==> src/rtl/sqrt_seq.sv <==
// Bit-serial restoring integer square root with valid/ready handshakes.
// Produces one root bit per clock, plus the exact floor remainder and optional rounding.
module sqrt_seq #(
   parameter int WIDTH = 64
) (
   input  logic               clk,
   input  logic               reset,
   input  logic               in_valid,
   output logic               in_ready,
   input  logic [WIDTH-1:0]   x,
   input  logic               round_en,
   input  logic               abort,
   output logic               out_valid,
   input  logic               out_ready,
   output logic [WIDTH/2:0]   root,
   output logic [WIDTH/2:0]   rem
);

   localparam int W2    = WIDTH / 2;
   localparam int CNT_W = $clog2(WIDTH / 2 + 1);

   typedef enum logic [1:0] {IDLE, CALC, DONE} state_t;

   state_t           state_q;
   logic [WIDTH-1:0] x_q;
   logic             round_q;
   logic [CNT_W-1:0] cnt_q;
   logic [W2-1:0]    q_q;
   logic [W2+1:0]    r_q;
   logic [W2:0]      root_q;
   logic [W2:0]      rem_q;

   logic [W2+1:0]    r_shift;
   logic [W2+1:0]    trial;
   logic [W2+1:0]    r_sub;
   logic [W2+1:0]    r_d;
   logic [W2-1:0]    q_d;
   logic             take;
   logic             round_up;
   logic [W2:0]      root_rnd;

   // The operand shadow shifts left two bits per step, so the current bit pair is always its top.
   always_comb begin
      r_shift  = (r_q << 2) | {{W2{1'b0}}, x_q[WIDTH-1 -: 2]};
      trial    = {q_q, 2'b01};
      take     = (r_shift >= trial);
      r_sub    = r_shift - trial;
      r_d      = take ? r_sub : r_shift;
      q_d      = (q_q << 1) | {{(W2-1){1'b0}}, take};
      round_up = (r_d[W2:0] > {1'b0, q_d});
      root_rnd = {1'b0, q_d} + {{W2{1'b0}}, round_up};
   end

   always_ff @(posedge clk or negedge reset) begin
      if (!reset) begin
         state_q <= IDLE;
         x_q     <= '0;
         round_q <= 1'b0;
         cnt_q   <= '0;
         q_q     <= '0;
         r_q     <= '0;
         root_q  <= '0;
         rem_q   <= '0;
      end else if (abort) begin
         state_q <= IDLE;
      end else begin
         case (state_q)
            IDLE: begin
               if (in_valid) begin
                  x_q     <= x;
                  round_q <= round_en;
                  q_q     <= '0;
                  r_q     <= '0;
                  cnt_q   <= CNT_W'(W2 - 1);
                  state_q <= CALC;
               end
            end
            CALC: begin
               x_q   <= x_q << 2;
               q_q   <= q_d;
               r_q   <= r_d;
               cnt_q <= cnt_q - CNT_W'(1);
               if (cnt_q == '0) begin
                  // Remainder never exceeds 2q, so it fits in W2+1 bits.
                  rem_q   <= r_d[W2:0];
                  root_q  <= round_q ? root_rnd : {1'b0, q_d};
                  state_q <= DONE;
               end
            end
            DONE: begin
               if (out_ready) begin
                  state_q <= IDLE;
               end
            end
            default: state_q <= IDLE;
         endcase
      end
   end

   assign in_ready  = (state_q == IDLE);
   assign out_valid = (state_q == DONE);
   assign root      = root_q;
   assign rem       = rem_q;

endmodule

==> config.mk <==
export PLATFORM = sky130hd
export DESIGN_NAME = sqrt_seq
export DESIGN_NICKNAME = d
export VERILOG_FILES = /design/src/rtl/sqrt_seq.sv
export SDC_FILE = /design/constraint.sdc
export NUM_CORES = 1
export LEC_CHECK = 0
export BUFFER_PORTS_ARGS = -buffer_cell sky130_fd_sc_hd__buf_2
export CORE_MARGIN = 2
export CORE_UTILIZATION = 60
export DETAILED_ROUTE_END_ITERATION = 10
export GPL_TIMING_DRIVEN = 0
export PLACE_DENSITY = 0.82
export RECOVER_POWER = 100
export SLEW_MARGIN = 30
export SYNTH_ARGS = -nofsm -noshare
export SYNTH_HDL_FRONTEND = slang
export SYNTH_SLANG_ARGS = --single-unit
export TNS_END_PERCENT = 30
==> constraint.sdc <==
create_clock -name clk -period 10.3 [get_ports clk]
set_clock_uncertainty 0.05 [all_clocks]
set_input_delay 0.515 -clock clk [delete_from_list [all_inputs] [get_ports clk]]
set_output_delay 0.515 -clock clk [all_outputs]
set_load 0.01 [all_outputs]
# Yosys cells after proc, flatten, opt, wreduce, memory -nomap -nowiden
# Index checks and enable logic that the tools add are counted.
[op_classes]
add_sub_neg = 3
n_mul = 0
div = 0
magnitude_cmp = 2
eq_ne = 6
n_shift = 0
muxes = 15
n_bitwise = 3
reduce_logical = 7
[ops]
columns = ["cell", "count"]
rows = [
  ["$pmux W32 S2", 2],
  ["$pmux W64 S2", 1],
  ["$mux W33", 2],
  ["$mux W32", 2],
  ["$mux W64", 1],
  ["$ge A34 B34 Y1", 1],
  ["$or A34 B2 Y34", 1],
  ["$add A32 B1 Y33", 1],
  ["$gt A33 B32 Y1", 1],
  ["$sub A33 B33 Y33", 1],
  ["$or A32 B1 Y32", 1],
  ["$pmux W6 S2", 1],
  ["$reduce_and A3 Y1", 4],
  ["$mux W2", 4],
  ["$logic_not A6 Y1", 1],
  ["$mux W6", 1],
  ["$ne A3 B2 Y1 const B", 2],
  ["$pmux W2 S3", 1],
  ["$sub A6 B1 Y6 const B", 1],
  ["$ne A3 B3 Y1 const B", 1],
  ["$eq A2 B1 Y1 const B", 1],
  ["$eq A2 B2 Y1 const B", 1],
  ["$logic_not A2 Y1", 1],
  ["$ne A2 B2 Y1 const B", 1],
  ["other kinds (2)", 2],
]
[totals]
register_bits = 203
latchBits = 0
ramBits = 0
romBits = 0
inputBits = 70
out_inout_bits = 68
elab_cells = 44
memories = 0

# Longest topological paths before layout
[logic_depth]
ltp_word = 6
mapped_depth = 31
depth_no_buf = 28

# Least setup slack after synthesis
# OpenSTA, ideal clock, no wires.
[synth_timing]
path_type = "register to register"
startpoint = "register q_q[5]"
endpoint = "register root_q[30], in the netlist root[30]"
setup_time_ps = 135
arrival_ps = 5548
required_ps = 10115
setup_slack_ps = 4567
path_stages_with_launch = 29
n_path_buf = 2
synth_period_minus_slack_ps = 5733
cell_sequence = "dfrtp_1 -> clkinv_1 -> ha_1 -> nand2_2 -> o32ai_2 -> a221oi_2 -> o2bb2ai_2 -> and3b_1 -> or3_1 -> buf_6 -> buf_8 -> mux2_4 -> ha_1 -> nand3_1 -> nor3_1 -> nand2_1 -> o211ai_1 -> a21oi_1 -> o21bai_1 -> a221o_1 -> ha_1 -> ha_1 -> nand4_1 -> nor3_1 -> and3_1 -> nand2_1 -> nor2_1 -> xnor2_1 -> o21ai_0"
[synth_between]
elab_chain_cells = 5
word_cells_on_any_way = 7
cone_classes = "add/sub (2); order compare (2); mux (2); bitwise (1)"
[synth_lines]
columns = ["item", "line_no", "source"]
rows = [
  ["from (decl)", "28", "logic [W2-1:0] q_q;"],
  ["from (signal assigned)", "80", "q_q <= q_d;"],
  ["$sub A33 B33 Y33 or $ge A34 B34 Y1 (tied branches)", "47, 46", ""],
  ["$mux W33 *", "48", "r_d = take ? r_sub : r_shift;"],
  ["via r_d[24]", "36", "logic [W2+1:0] r_d;"],
  ["$gt A33 B32 Y1 *", "50", "round_up = (r_d[W2:0] > {1'b0, q_d});"],
  ["$add A32 B1 Y33 *", "51", "root_rnd = {1'b0, q_d} + {{W2{1'b0}}, round_up};"],
  ["$mux W33 *", "86", "root_q <= round_q ? root_rnd : {1'b0, q_d};"],
  ["to (signal assigned)", "86", ""],
  ["to (decl)", "30", "logic [W2:0] root_q;"],
]
# The timed path passes the listed nets; every way through them passes the cells marked *.
# A chain may end at the register's enable or synchronous reset.

# Worst setup path in the final report
[layout_timing]
startpoint = "register q_q[5]"
endpoint = "register root_q[30], in the netlist root[30]"
[layout_between]
elab_chain_cells = 5
word_cells_on_any_way = 7
cone_classes = "add/sub (2); order compare (2); mux (2); bitwise (1)"
[layout_lines]
columns = ["item", "line_no"]
rows = [
  ["$sub A33 B33 Y33 or $ge A34 B34 Y1 (tied branches)", "47, 46"],
  ["$mux W33 or $or A32 B1 Y32 (tied branches)", "48, 49"],
  ["$gt A33 B32 Y1", "50"],
  ["$add A32 B1 Y33 *", "51"],
  ["$mux W33 *", "86"],
]
# Every way passes the cells marked *; elsewhere a longest branch is shown, timed or not.

==> out/metrics.csv <==
stage;metric;value;unit
cells_and_area;fill_cells;1492;
cells_and_area;synthToLayoutAreaGrowth;13.3;%
clock_network;cts-hold-fix-buffers;1;
hold_path;min_to;x_q[1];
clock_network;ctsLongestPathBuffers;3;
sta;clock.fmax;0.117;GHz
cells_and_area;multi_input_area;5510;µm²
floorplanning;coreArea;18700;µm²
synth;synthAdderAreaFrac;7.65;%
floorplanning;die-area;20200;µm²
floorplanning;die_width;142;µm
synth;ys_seq_area_share;44.4;%
setup_path;r2r-start;q_q[5];
power_and_ir_drop;p_per_area;371;nW/µm²
clock_network;postCtsResizedCells;0;
synth;synth_top_family_by_area;compound AO/OA/AOI/OAI gates;
placement;dp_cells;1516;
grt;grt_max_degree;82;
sta;final.setup.worst_slack;1.77;ns
grt;grt_pass1_vias;9624;
synth;syn_area_per_cell;10.0;µm²
placement;port_buffers;137;
clock_network;tritoncts;done;
sta;min_period;8.53;ns
floorplanning;rows;50;
setup_path;cpMaxStageDelayCell;clkbuf_1;
synth;syn_nets;1282;
hold_path;holdPathStages;2;
detailed_routing;wl_per_cell;19.4;µm
hold_path;hold_path_class;input port to flip-flop;
cells_and_area;layout.nets;1447;
grt;antenna_found_initial;1;
clock_network;numCtsBuffers;22;
sta;finalSetupViolCount;0;
synth;synth_flop_cell;dfrtp_1;
detailed_routing;vias;9754;
clock_network;clk_latency;0.51;ns
detailed_routing;drt-vias-per-instance;6.27;
synth;synth-xor-area-share;4.44;%
floorplanning;die_y;142;µm
power_and_ir_drop;ir_drop;0.170;mV
clock_network;root_buffer;clkbuf_16;
grt;grt_first_pass_wirelength;49.3;mm
sta;min_period_over_period;82.8;%
cells_and_area;regArea;5080;µm²
status;violations;capacitance limit, slew limit;
setup_path;required;10.61;ns
cells_and_area;postLayoutCoreUtil;69.3;%
synth;postSynth.asyncResetShare;100;%
sta;fin_tns_setup;0;ns
floorplanning;initial_core_util;61.2;%
power_and_ir_drop;power;4.81;mW
detailed_routing;remaining_drc_errors;0;
placement;dp_hpwl;22.0;mm
sta;finalMaxSlewViolations;156;
synth;syn_inst;1142;
setup_path;cp-end-kind;flip-flop;
cells_and_area;fin_cells;1556;
power_and_ir_drop;power.leakage;6.23;nW
cells_and_area;final_layout_size_suffix_gt1_share;9.83;%
placement;postPlaceCellArea;12500;µm²
detailed_routing;drt-initial-drc-count;865;
synth;synth_simple_gate_area_share;10.7;%
clock_network;clock-sinks;203;
sta;slew-limit-headroom;-176;%
clock_network;htreeDepth;1;
synth;synth-compound-area-share;19.7;%
synth;synthMuxAreaShare;6.75;%
cells_and_area;antennaDiodeCount;0;
detailed_routing;antenna_left;0;
cells_and_area;post-route-cell-area;13000;µm²
synth;ys_types;67;
clock_network;clk_pin_slew_worst_paths;0.07;ns
grt;overflow;0;
setup_path;ff2ff_setup_slack;1.77;ns
sta;hold_viol_final;0;
sta;rsz0062_at_grt;false;
placement;place_ws;2.80;ns
sta;hold_slack;0.175;ns
synth;yosysWarnings;0;
setup_path;crit_type;flip-flop to flip-flop;
sta;worst_pin_slew;4.14;ns
setup_path;cpPeakStageDelay;0.65;ns
setup_path;reg2reg_depth;29;
clock_network;cts_setup_buffers;0;
detailed_routing;dr.pass1.iters;6;
status;status;complete, but fails checks;
synth;synth_seq_cells;203;
setup_path;rr_endpoint;root[30];
detailed_routing;drt-total-wl;30.2;mm
grt;grt_util_all_layers;30.3;%
synth;synth_edf_count;0;
setup_path;cp-start-kind;flip-flop;
flow_run;maxCapViolCount;2;
placement;globalplace.congestion;0.934;
synth;syn_area;11400;µm²
setup_path;crit_fanout;10;
setup_path;arrival;8.85;ns
floorplanning;io-pin-count;138;
hold_path;hp-start;x[1];
## how the worst max path moves through the flow
stage,start,cells after the start,to,slack [ns]
finish,q_q[5],29,root[30],1.77
global route,reset,3,x_q[42],1.32
CTS,q_q[9],30,root[30],2.76
detailed placement,q_q[9],30,root[30],2.80
global placement,q_q[7],30,root[30],2.90
floorplan,q_q[5],28,root[30],4.57
## power breakdown
group / internal [mW] / leakage [nW] / switching [mW]
logic: 1.22 / 3.15 / 1.77
clock network: 0.495 / 0.378 / 0.320
registers: 0.910 / 2.71 / 0.0937
## metal layers
| layer | routed length [µm] | up-vias | GRT usage, % |
|---|---|---|---|
| li1 | - | 4533 | - |
| met1 | 12500 | 4730 | 39.9 |
| met2 | 14200 | 412 | 49.9 |
| met3 | 2480 | 77 | 6.59 |
| met4 | 1010 | 2 | 10.4 |
| met5 | 12 | - | 0 |
## synth_stat cells (13+ instances only)
cell	n	share of area [%]
a21oi_1	49	2.1
a222oi_1	59	5.2
a22o_1	26	2.0
clkbuf_1	46	1.5
dfrtp_1	203	44
ha_1	70	7.7
inv_1	112	3.7
mux2_2	17	1.7
mux2_4	30	3.9
mux2i_1	13	1.1
nand2_1	95	3.1
nand3_1	31	1.4
nand4_1	20	1.1
nor2_1	40	1.3
nor3_1	25	1.1
o21ai_0	72	3.1
o22ai_1	32	1.7
xnor2_1	48	3.7
## final cells by class
class,instances,share of cell area (%)
plain buffers,65,1.93
clock buffers,35,5.48
clock inverters,4,0.347
inverters,113,3.27
multi-input cells,761,42.5
flip-flops and latches,203,39.2
well taps,234,2.26
repair buffers,141,4.98
## registers in the layout, summed over array words and instances, names as in the netlist
register and count:
rem 33, q_q 32, r_q 32, x_q 64, cnt_q 6, root 33
state_q 2, round_q 1
## critical path: cells and delay by family, from the launching register on
family | cells | cell delay (ns)
buf+inv | 6 | 2.44
simple gates | 9 | 2.34
compound gates | 9 | 1.96
fa+ha+maj | 4 | 1.12
flops | 1 | 0.35
xor+xnor | 1 | 0.12
## cells in the final DEF (no fill, tap or decap), types with 10 or more instances in the layout
master and n:
dfrtp_1 203, clkbuf_1 130, inv_1 112, nand2_1 95
buf_2 74, o21ai_0 72, ha_1 70, a222oi_1 59
a21oi_1 49, xnor2_1 48, nor2_1 40, mux2_1 37
o22ai_1 32, nand3_1 31, a22o_1 26, nor3_1 25
clkbuf_16 23, nand4_1 20, mux2i_1 13, a21o_1 12
and3_1 11, o21a_1 10, xor2_1 10
## kinds of logic after synthesis
family          after synthesis
buf+inv                     178
simple gates                257
mux                          60
fa+ha+maj                    70
xor+xnor                     58
flops                       203
compound gates              316
Note: power is estimated with default switching activity, not from simulation.
